**src/rtl/balanca_pkg.sv**
```systemverilog
// Shared constants and types for the scale datapath; preco imports the
// same widths so weight_kg lines up on both sides.
package balanca_pkg;

    localparam int DEF_W          = 16;
    localparam int DEF_AVG_LOG2   = 2;
    localparam int DEF_MAX_WEIGHT = 30000;
    localparam int DEF_STABLE_TOL = 2;
    localparam int DEF_STABLE_CNT = 3;

    typedef enum logic {
        TARE_IDLE = 1'b0,
        TARE_PEND = 1'b1
    } tare_state_t;

endpackage

```
**src/rtl/estabilidade_det.sv**
```systemverilog
// Stability detector: counts consecutive published weights that stay within
// TOL of the previous one, saturating at CNT.
module estabilidade_det #(
    parameter int W   = 16,
    parameter int TOL = 2,
    parameter int CNT = 3
) (
    input  logic         clk,
    input  logic         rst,
    input  logic         clr,
    input  logic         upd,
    input  logic [W-1:0] value,
    output logic         stable
);

    localparam int             CW      = $clog2(CNT + 1);
    localparam logic [CW-1:0]  CNT_MAX = CW'(CNT);
    localparam logic [W-1:0]   TOL_W   = W'(TOL);

    logic [W-1:0]  r_prev;
    logic          r_has_prev;
    logic [CW-1:0] r_cnt;
    logic [W-1:0]  w_diff;
    logic          w_steady;

    assign w_diff   = (value >= r_prev) ? value - r_prev : r_prev - value;
    // Without a previous value there is nothing to compare against.
    assign w_steady = r_has_prev && (w_diff <= TOL_W);

    always_ff @(posedge clk) begin
        if (rst || clr) begin
            r_prev     <= '0;
            r_has_prev <= 1'b0;
            r_cnt      <= '0;
        end else if (upd) begin
            r_prev     <= value;
            r_has_prev <= 1'b1;
            if (!w_steady)
                r_cnt <= '0;
            else if (r_cnt != CNT_MAX)
                r_cnt <= r_cnt + 1'b1;
        end
    end

    assign stable = (r_cnt == CNT_MAX);

endmodule

```
**src/rtl/balanca_peso.sv**
```systemverilog
// Weight acquisition: block average of raw samples, tare subtraction with
// underflow clamp, overload saturation, and a stability flag.
module balanca_peso
    import balanca_pkg::*;
#(
    parameter int W          = DEF_W,
    parameter int AVG_LOG2   = DEF_AVG_LOG2,
    parameter int STABLE_TOL = DEF_STABLE_TOL,
    parameter int STABLE_CNT = DEF_STABLE_CNT,
    parameter int MAX_WEIGHT = DEF_MAX_WEIGHT
) (
    input  logic        clk,
    input  logic        rst,
    input  logic        raw_valid,
    input  logic [W-1:0] raw_sample,
    input  logic        tare_req,
    output logic [W-1:0] weight_kg,
    output logic        weight_valid,
    output logic        stable,
    output logic        overload,
    output logic        tare_active,
    output tare_state_t dbg_tare_state
);

    localparam int                  AW    = W + AVG_LOG2;
    localparam logic [AVG_LOG2-1:0] LAST  = '1;
    localparam logic [W-1:0]        MAX_W = W'(MAX_WEIGHT);

    // Handshake: raw_valid qualifies raw_sample each cycle (no backpressure);
    // weight_valid is a single-cycle strobe, weight_kg holds until the next one.
    logic [AW-1:0]       r_acc;
    logic [AVG_LOG2-1:0] r_cnt;
    logic [W-1:0]        r_avg;
    logic                r_avg_new;
    logic [AW-1:0]       w_sum;

    assign w_sum = r_acc + AW'(raw_sample);

    always_ff @(posedge clk) begin
        if (rst) begin
            r_acc     <= '0;
            r_cnt     <= '0;
            r_avg     <= '0;
            r_avg_new <= 1'b0;
        end else begin
            r_avg_new <= 1'b0;
            if (raw_valid) begin
                if (r_cnt == LAST) begin
                    r_avg     <= w_sum[AW-1:AVG_LOG2];
                    r_avg_new <= 1'b1;
                    r_acc     <= '0;
                    r_cnt     <= '0;
                end else begin
                    r_acc <= w_sum;
                    r_cnt <= r_cnt + 1'b1;
                end
            end
        end
    end

    tare_state_t  r_state;
    logic [W-1:0] r_tare;
    logic [W-1:0] r_weight;
    logic         r_valid;
    logic         r_overload;
    logic         r_tare_active;
    logic         w_over;
    logic         w_capture;
    logic [W-1:0] w_net;
    logic         w_stab_clr;
    logic         w_stab_upd;

    assign w_over     = (r_avg > MAX_W);
    assign w_net      = (r_avg >= r_tare) ? r_avg - r_tare : '0;
    assign w_capture  = r_avg_new && !w_over && (r_state == TARE_PEND);
    assign w_stab_clr = r_avg_new && (w_over || (r_state == TARE_PEND));
    assign w_stab_upd = r_avg_new && !w_over && (r_state == TARE_IDLE);

    // Publish stage and tare FSM share one register block; the state seen by
    // a publish is the one before any tare_req arriving on that same edge.
    always_ff @(posedge clk) begin
        if (rst) begin
            r_state       <= TARE_IDLE;
            r_tare        <= '0;
            r_weight      <= '0;
            r_valid       <= 1'b0;
            r_overload    <= 1'b0;
            r_tare_active <= 1'b0;
        end else begin
            r_valid <= r_avg_new;
            case (r_state)
                TARE_IDLE: if (tare_req)  r_state <= TARE_PEND;
                TARE_PEND: if (w_capture) r_state <= TARE_IDLE;
                default:                  r_state <= TARE_IDLE;
            endcase
            if (r_avg_new) begin
                if (w_over) begin
                    r_weight   <= MAX_W;
                    r_overload <= 1'b1;
                end else begin
                    r_overload <= 1'b0;
                    if (r_state == TARE_PEND) begin
                        r_tare        <= r_avg;
                        r_tare_active <= (r_avg != '0);
                        r_weight      <= '0;
                    end else begin
                        r_weight <= w_net;
                    end
                end
            end
        end
    end

    estabilidade_det #(
        .W   (W),
        .TOL (STABLE_TOL),
        .CNT (STABLE_CNT)
    ) u_estab (
        .clk    (clk),
        .rst    (rst),
        .clr    (w_stab_clr),
        .upd    (w_stab_upd),
        .value  (w_net),
        .stable (stable)
    );

    assign weight_kg      = r_weight;
    assign weight_valid   = r_valid;
    assign overload       = r_overload;
    assign tare_active    = r_tare_active;
    assign dbg_tare_state = r_state;

endmodule

```
**config.mk**
```make
export PLATFORM = sky130hd
export DESIGN_NAME = balanca_peso
export DESIGN_NICKNAME = d
export VERILOG_FILES = /design/src/rtl/balanca_pkg.sv /design/src/rtl/estabilidade_det.sv /design/src/rtl/balanca_peso.sv
export SDC_FILE = /design/constraint.sdc
export NUM_CORES = 1
export LEC_CHECK = 0
export BUFFER_PORTS_ARGS = -buffer_cell sky130_fd_sc_hd__buf_2
export CAP_MARGIN = 15
export CORE_MARGIN = 2
export CORE_UTILIZATION = 60
export CTS_CLUSTER_DIAMETER = 30
export DETAILED_ROUTE_END_ITERATION = 12
export GPL_TIMING_DRIVEN = 0
export PLACE_DENSITY = 0.9
export SLEW_MARGIN = 20
export SYNTH_ARGS = -nofsm -noshare
export SYNTH_HDL_FRONTEND = slang
export SYNTH_HIERARCHICAL = 1
export SYNTH_SLANG_ARGS = --single-unit
```
**constraint.sdc**
```tcl
create_clock -name clk -period 14.7 [get_ports clk]
set_input_delay 1.47 -clock clk [delete_from_list [all_inputs] [get_ports clk]]
set_output_delay 1.47 -clock clk [all_outputs]
set_load 0.1 [all_outputs]
```
* Word-level counts from Yosys, hierarchy flattened
Index checks and enable logic that the tools add are counted.
Word-level totals: bits in registers 92, input bits 20, word-level logic and storage cells 56
Operators by class: $add $sub $neg 6, $lt $le $gt $ge 4, equal/unequal tests 4, muxes and demuxes 13, bitwise gates (word level) 3, reductions and logical operators 13
Operators with widths (count):
- $mux W16 | 4
- $sub A16 B16 Y16 | 3
- $ge A16 B16 Y1 | 2
- $add A18 B16 Y18 | 1
- $mux W18 | 1
- $gt A16 B15 Y1 const B | 1
- $le A16 B2 Y1 const B | 1
- $reduce_bool A16 Y1 | 1
- $mux W2 | 3
- $logic_and A1 B1 Y1 | 5
- $add A2 B1 Y2 const B | 2
- $eq A2 B2 Y1 const B | 2
- $mux W1 | 4
- $ne A2 B2 Y1 const B | 2
- $reduce_and A2 Y1 | 2
- $not A1 Y1 | 3
- $reduce_and A3 Y1 | 1
- $logic_or A1 B1 Y1 | 2
- $pmux W1 S2 | 1
- $reduce_or A2 Y1 | 1
- $logic_not A1 Y1 | 1

* Longest topological paths before layout
Gate-level depths: netlist of the first run.
word-level depth 8, gate-level depth with buffers 22

* Modules after synthesis
Netlist of the first run, hierarchy kept.
Modules (own cells, without submodules):
- balanca_peso | instances 1, cells each 568, area an instance 4523.1 um^2
- estabilidade_det | instances 1, cells each 349, area an instance 2613.8 um^2

* Least setup slack after synthesis of the first run
No wires, ideal clock.
kind register to register, start register r_avg[0], end register u_estab.r_cnt[1], library setup time 0.078 ns, arrival 4.760 ns, data required time 14.622 ns, slack 9.862 ns, cell stages (with the launch flop) 22, buffers on the path 2, period minus slack after synthesis 4.838 ns, cells stage by stage dfxtp_1 -> inv_1 -> ha_1 -> fa_1 -> nand2b_1 -> a21oi_1 -> o221ai_1 -> a21o_1 -> clkbuf_1 -> buf_1 -> nor2_1 -> inv_1 -> ha_1 -> nor2b_1 -> o31a_1 -> o311a_1 -> or3_1 -> a21oi_1 -> nand4_1 -> o32ai_1 -> a41oi_1 -> o22ai_1
On the way: longest elaborated chain between the ends 8, elaborated cells on any way between the ends 19
RTL lines:
- start, declared | line balanca_peso.sv:33 | logic [W-1:0] r_avg;
- start signal, assigned | line balanca_peso.sv:49 | r_avg <= w_sum[AW-1:AVG_LOG2];
- $sub A16 B16 Y16 / $ge A16 B16 Y1 (equally long branches) | line balanca_peso.sv:74 | assign w_net = (r_avg >= r_tare) ? r_avg - r_tare : '0;
- $mux W16 * | line balanca_peso.sv:74
- named net w_net[1] | line balanca_peso.sv:69 | logic [W-1:0] w_net;
- $sub A16 B16 Y16 / $ge A16 B16 Y1 (equally long branches) | line estabilidade_det.sv:26 | assign w_diff = (value >= r_prev) ? value - r_prev : r_prev - value;
- $mux W16 * | line estabilidade_det.sv:26
- $le A16 B2 Y1 * | line estabilidade_det.sv:28 | assign w_steady = r_has_prev && (w_diff <= TOL_W);
- $logic_and A1 B1 Y1 * | line estabilidade_det.sv:28
- $ne A2 B2 Y1 (no line)
- $reduce_and A2 Y1 (no line)
- end signal, assigned | line estabilidade_det.sv:41 | r_cnt <= r_cnt + 1'b1;
- end, declared | line estabilidade_det.sv:22 | logic [CW-1:0] r_cnt;
Mark *: on every way through the listed nets, which the timed path passes. The rest lies on a longest branch. A chain may end at the register's enable or synchronous reset.

* Worst setup path in the final report of the first run
start register r_avg[13], end register u_estab.r_cnt[1]
On the way: longest elaborated chain between the ends 8, elaborated cells on any way between the ends 19
RTL lines (line):
- $ge A16 B16 Y1 * | balanca_peso.sv:74
- $mux W16 * | balanca_peso.sv:74
- named net w_net[1] | balanca_peso.sv:69
- $sub A16 B16 Y16 / $ge A16 B16 Y1 (equally long branches) | estabilidade_det.sv:26
- $mux W16 * | estabilidade_det.sv:26
- $le A16 B2 Y1 * | estabilidade_det.sv:28
- $logic_and A1 B1 Y1 * | estabilidade_det.sv:28
- $ne A2 B2 Y1 (no line)
- $reduce_and A2 Y1 (no line)
Marked as above.

==> flow_metrics.tcl, run 1 <==
set metrics [dict create \
    drive_above_1_share 0.101 \
    vias 7224 \
    synth_edf_count 0 \
    ant_nets 0 \
    vias_per_cell 6.48 \
    setup_tns_ps 0 \
    synth_seq_cells 92 \
    placed_cells 1099 \
    clock_latency_ps 350 \
    ys_types 79 \
    io_buffer_count 39 \
    ctsLongestPathBuffers 2 \
    hold_buffers 0 \
    drv_cap 0 \
    cts.reportedPaths.clkPinSlew_ps 70 \
    synth_area_leaders "dfxtp_1 (26%), ha_1 (11%), a21oi_1 (6.5%)" \
    core.rowCount 39 \
    cpPeakStageDelay_ps 520 \
    grt_usage 0.306 \
    p_leak_nw 3.23 \
    vdd_drop_max_v 0.0000805 \
    reg2reg_to "u_estab/r_cnt[1]$_SDFFE_PP0P_" \
    cts_made_buffers 9 \
    max_freq_ghz 0.173 \
    grt_pass1_vias 6637 \
    clock_sinks 92 \
    netlist_instances 917 \
    top_level_ports 41 \
    crit_slowest_cell "dfxtp_1" \
    drt_iter0_drc 694 \
    setup_violations 0 \
    wire_per_inst_um 17.5 \
    dieArea_sq_mm 0.0128 \
    synth.avg_cell_area_sq_um 7.78 \
    combinationalPowerShare 0.335 \
    pwr-share-clk 0.323 \
    timing.final.hold_violations 0 \
    cp_data_arrival_time_ps 6040 \
    p_per_area_mw_per_mm2 97.7 \
    cts_setup_buffers 0 \
    dp_hpwl_mm 14.4 \
    synth_fp_nets 1006 \
    cts.htree.levels 3 \
    rrSetupSlack_ps 8930 \
    min_from "r_tare[3]$_SDFFE_PP0P_" \
    layout_commonest_cell "a21oi_1" \
    p_int_mw 0.499 \
    hold_class "register to register" \
    fillers 947 \
    first_pass_iters 5 \
    cp_cell_sequence "ha_1 -> a21oi_1 -> o21ai_0 -> o311ai_0 -> a21o_1 -> clkbuf_1 -> buf_1 -> nor2_1 -> inv_1 -> ha_1 -> nor2b_1 -> o31a_1 -> o311a_1 -> or3_1 -> a21oi_1 -> nand4_1 -> o32ai_1 -> a41oi_1 -> o22ai_1" \
    r2r_start "r_avg[13]$_SDFFE_PP0P_" \
    slew_viol_final 0 \
    synth_top_area_share 0.258 \
    grt_max_degree 18 \
    fin_cells 1115 \
    final_cell_mix "a21oi_1 (93), dfxtp_1 (92), nor2_1 (88), nand2_1 (78), ha_1 (65)" \
    seq_area_frac_synth 0.258 \
    die_w_um 113 \
    synth_ff_type "dfxtp_1" \
    hold_ws_ps 455 \
    period_share 0.393 \
    routed_wl_mm 19.5 \
    cp-end-kind "register" \
    critPathLaunchType "register" \
    chipHeight_um 113 \
    p_seq_frac 0.342 \
    route.detailed.drc 0 \
    synth_top_cell_by_area "dfxtp_1" \
    rsz0062_at_grt "false" \
    cts_tree "done" \
    ff2ff_path_depth 19 \
    grt_overflow 0 \
    routabilityCongestion 0.979 \
    critPathRequiredTime_ps 14970 \
    fp.coreArea_sq_mm 0.0115 \
    grt_pass1_wl_mm 32.1 \
    hold_path_end "r_tare[3]$_SDFFE_PP0P_" \
    min_delay_path_depth 2 \
    cts_root_buffer "clkbuf_16" \
    skew_ps 12.4 \
    initial_core_util 0.620 \
    ctsResizeCount 0 \
    syn-cell-area_sq_mm 0.00714 \
    areaGrowthSynthToFinish_pct 9.64 \
    tightest_slew_ps 896 \
    p_total_mw 0.764 \
    p_sw_mw 0.265 \
    layout_min_cycle_time_ps 5770 \
    slew_headroom 0.403 \
    antenna_cells 0 \
    swShare 0.347 \
    antenna_found_initial 0 \
    path_max_fanout 10 \
    ys_async_sr_fraction 0 \
    outcome "finished clean" \
    fin_nets 1056 \
    yosysWarnings 6 \
    crit_type "register to register" \
]
[power groups by stage]
stage	sequential, mW	combinational, mW	clock [mW]
after floorplan	0.269	0.198	0
after global placement	0.267	0.241	0
after detailed placement	0.267	0.248	0
after CTS	0.262	0.250	0.247
after global routing	0.262	0.281	0.256
final	0.262	0.256	0.247
[stage by stage]
stage	area, sq um	setup WS (ps)	utilization
2_1_floorplan	7140	9860	-
3_3_place_gp	7510	9120	0.652
3_5_place_dp	7510	9030	0.652
4_1_cts	7830	8980	0.679
5_1_grt	7830	8500	0.679
6_report	7830	8930	0.679
[sequential cells by signal, summed over array words and instances, names as in the netlist, 2 cells and up]
signal          count
r_acc              18
r_avg              16
r_cnt               2
r_tare             16
u_estab/r_cnt       2
u_estab/r_prev     16
weight_kg          16
[how the worst max path moves through the flow]
stage	start	endpoint	slack, ps
3_5_place_dp	r_avg[13]$_SDFFE_PP0P_	u_estab/r_cnt[1]$_SDFFE_PP0P_	9030
2_1_floorplan	r_avg[0]$_SDFFE_PP0P_	u_estab/r_cnt[1]$_SDFFE_PP0P_	9860
5_1_grt	r_avg[13]$_SDFFE_PP0P_	u_estab/r_cnt[1]$_SDFFE_PP0P_	8500
4_1_cts	r_avg[13]$_SDFFE_PP0P_	u_estab/r_cnt[1]$_SDFFE_PP0P_	8980
3_3_place_gp	r_avg[13]$_SDFFE_PP0P_	u_estab/r_cnt[1]$_SDFFE_PP0P_	9120
6_report	r_avg[13]$_SDFFE_PP0P_	u_estab/r_cnt[1]$_SDFFE_PP0P_	8930
[synth_stat cells (7+ instances only)]
cell and n:
o21bai_1 7, o31ai_1 8, o21ai_0 41, nand2b_1 17, a211oi_1 10, a21o_1 14, nor3_1 14, a21oi_1 93
dfxtp_1 92, ha_1 65, clkbuf_1 29, nor2_1 88, nand4_1 9, o21a_1 21, nand3_1 33, mux2i_1 21
and2_1 8, nand2_1 78, buf_2 7, xor2_1 12, nand3b_1 7, or4_1 11, nor3b_1 10, inv_1 63
xnor2_1 15, nor2b_1 10, or3_1 11
[layout make-up]
type | count | area (sq um) | share of cell area
multi-input combinational | 720 | 4870 | 0.623
sequential | 92 | 1840 | 0.235
clock buffer | 10 | 239 | 0.0305
inverter | 63 | 236 | 0.0302
timing repair buffer | 39 | 195 | 0.0249
buffer | 42 | 185 | 0.0237
tap | 143 | 179 | 0.0229
clock inverter | 6 | 75.1 | 0.00959
[layer usage]
layer  vias up  wire length, um  global-route usage
met1      3399             8380               0.397
li1       3414                -                   -
met4         0              741               0.143
met2       346             8980               0.511
met3        65             1360              0.0337
met5         -                0                   0
[cell families (layout without fill, tap and decap cells)]
kind of cell	Yosys count	count (layout)	synth area share
DFF	92	92	0.258
and+or+nand+nor	324	324	0.228
AOI/OAI and AO/OA	278	278	0.265
adders and majority gates	69	69	0.125
buffers and inverters	105	160	0.0591
xor gates and xnor gates	27	27	0.0331
muxes	22	22	0.0310
[critical path: cells and delay by family (launching register included)]
kind	cells	cell delay, ps
compound gates	10	2830
flops	1	520
buf+inv	3	860
simple gates	4	840
fa+ha+maj	2	630
Note: power is estimated with default switching activity, not from simulation.
==> run 2: changes to the inputs <==
Settings changed: CORE_UTILIZATION 60 to 56, PLACE_DENSITY 0.9 to 0.88.
Clock period 14.7 ns to 5.1 ns, I/O delays scaled along.
==> run 2 against run 1 <==
Clock skew decreased by 4.5 ps. Flip-flop and latch count is the same. Via count fell by 1.9%. Register-to-register slack worse by 8700 ps. Clock power increased to 2.8 times the previous value. Maximum frequency rose by 18%. Utilization shrank 3.7 points. Die area up 6.9%. Global-route usage is 2.4 points lower.
==> flow_metrics.tcl, run 2 (synthesis gave the netlist of run 1 again) <==
set metrics [dict create \
    crit_slowest_cell "a2111oi_4" \
    top_register "r_acc" \
    fp.coreArea_sq_mm 0.0125 \
    tightest_slew_ps 791 \
    final_cell_area_sq_mm 0.00804 \
    clock_sinks 92 \
    outcome "finished clean" \
    first_pass_iters 5 \
    grt_pass1_vias 6446 \
    layout_min_cycle_time_ps 4890 \
    period_share 0.959 \
    ctsLongestPathBuffers 2 \
    core.rowCount 41 \
    chipHeight_um 117 \
    p_per_area_mw_per_mm2 275 \
    io_buffer_count 39 \
    clock_latency_ps 350 \
    critical_path.top_delay_family "compound AO/OA/AOI/OAI gates" \
    routed_wl_mm 19.0 \
    setup_violations 0 \
    drv_cap 0 \
    fin_nets 1059 \
    place_ws_ps -704 \
    place_area_sq_mm 0.00755 \
    grt_overflow 0 \
    cts.reportedPaths.clkPinSlew_ps 70 \
    slew_headroom 0.473 \
    path_max_fanout 10 \
    hold_buffers 0 \
    skew_ps 7.92 \
    p_leak_nw 3.27 \
    wire_per_inst_um 16.6 \
    drt_iter0_drc 941 \
    antenna_found_initial 0 \
    cp_cell_sequence "inv_1 -> ha_1 -> fa_2 -> nand2b_1 -> a21oi_2 -> o221ai_2 -> a21o_2 -> buf_6 -> nor2_4 -> inv_1 -> ha_1 -> fa_2 -> nand2b_4 -> a211o_1 -> a21oi_2 -> o221ai_1 -> a221oi_1 -> a31oi_1 -> a2111oi_4 -> nand4_1 -> mux2i_1" \
    top_level_ports 41 \
    cts_tree "done" \
    hold_class "primary input to register" \
    routabilityCongestion 0.954 \
    p_total_mw 2.21 \
    dp_hpwl_mm 14.1 \
    cpPeakStageDelay_ps 410 \
    areaGrowthSynthToFinish_pct 12.7 \
    critPathRequiredTime_ps 5380 \
    route.detailed.drc 0 \
    cts_made_buffers 9 \
    cp_data_arrival_time_ps 5170 \
    ant_nets 0 \
    drive_above_1_share 0.139 \
    cts_root_buffer "clkbuf_16" \
    die_w_um 117 \
    cts.htree.levels 3 \
    dieArea_sq_mm 0.0137 \
    initial_core_util 0.570 \
    vias 7088 \
    grt_pass1_wl_mm 30.8 \
    timing.final.hold_violations 0 \
    cp-end-kind "register" \
    max_freq_ghz 0.205 \
    grt_usage 0.282 \
    crit_type "register to register" \
    critPathLaunchType "register" \
    vias_per_cell 6.18 \
    critPathBufInv 3 \
    fillers 1086 \
    layout_setup_ws_ps 212 \
    grt_max_degree 16 \
    slew_viol_final 0 \
    final_util 0.643 \
    final_cell_mix "dfxtp_1 (91), a21oi_1 (87), nor2_1 (80), nand2_1 (78), ha_1 (64)" \
    antenna_cells 0 \
    largest_reg_flops 18 \
    layout_commonest_cell "dfxtp_1" \
    vdd_drop_max_v 0.000154 \
]
run 2: changes by cell type in the layout (fill, tap and decap cells not counted), moves of 3 or more:
cell and delta:
nor2_2 +4, clkbuf_1 -3, nor2_4 +4, buf_4 +4
a21oi_2 +5, a21oi_1 -6, nor2_1 -8
run 2: timing repair:
item / CTS / global route
setup buffers: 3 / 1
endpoints found under the setup margin: 2 / 2
gates resized for setup: 19 / 30
pin swaps: 7 / 12
run 2: path summary, 6_finish.rpt:
kind | slack, ps | cells after the start | from | endpoint
setup reg to reg | 210 | 21 | r_avg[0]$_SDFFE_PP0P_ | u_estab/r_cnt[0]$_SDFFE_PP0P_
setup / recovery | 210 | 21 | r_avg[0]$_SDFFE_PP0P_ | u_estab/r_cnt[0]$_SDFFE_PP0P_
hold / removal | 360 | 2 | tare_req | dbg_tare_state$_SDFF_PP0_
hold reg to reg | 450 | 2 | r_tare[5]$_SDFFE_PP0P_ | r_tare[5]$_SDFFE_PP0P_
run 2: area by class of cell:
cell class	instances	area [sq um]	share of cell area
clock buffers	10	239	0.0297
inverters	63	236	0.0294
repair buffers	43	225	0.0280
clock inverters	5	60.1	0.00747
flip-flops and latches	92	1840	0.229
well taps	172	215	0.0268
plain buffers	41	194	0.0241
multi-input cells	720	5030	0.625
run 2: power breakdown:
part | switching (mW) | total [mW] | internal [mW]
sequential | 0.0153 | 0.755 | 0.740
combinational | 0.456 | 0.771 | 0.315
clock | 0.290 | 0.683 | 0.392
total | 0.762 | 2.21 | 1.45
run 2: worst reg2reg max path, cell delays in order, from the launching register on:
cell and delay [ps]:
dfxtp_2 360, inv_1 50, ha_1 240, fa_2 370
nand2b_1 180, a21oi_2 220, o221ai_2 160, a21o_2 270
buf_6 170, nor2_4 120, inv_1 60, ha_1 230
fa_2 360, nand2b_4 160, a211o_1 360, a21oi_2 180
o221ai_1 150, a221oi_1 310, a31oi_1 110, a2111oi_4 410
nand4_1 180, mux2i_1 170
run 2: routing by layer:
layer,share of wire,track usage,vias up
met4,0.037,0.126,0
li1,-,-,3424
met5,0,0,-
met1,0.43,0.366,3305
met3,0.065,0.0417,55
met2,0.47,0.467,304
run 2: metrics by stage:
step                hold WS (ps)  TNS [ps]  cells
CTS                          363         0   1145
detailed placement           447     -1400   1128
global placement             440     -1110   1128
floorplan                    427         0    917
finish                       361         0   1146
global route                 379      -113   1146
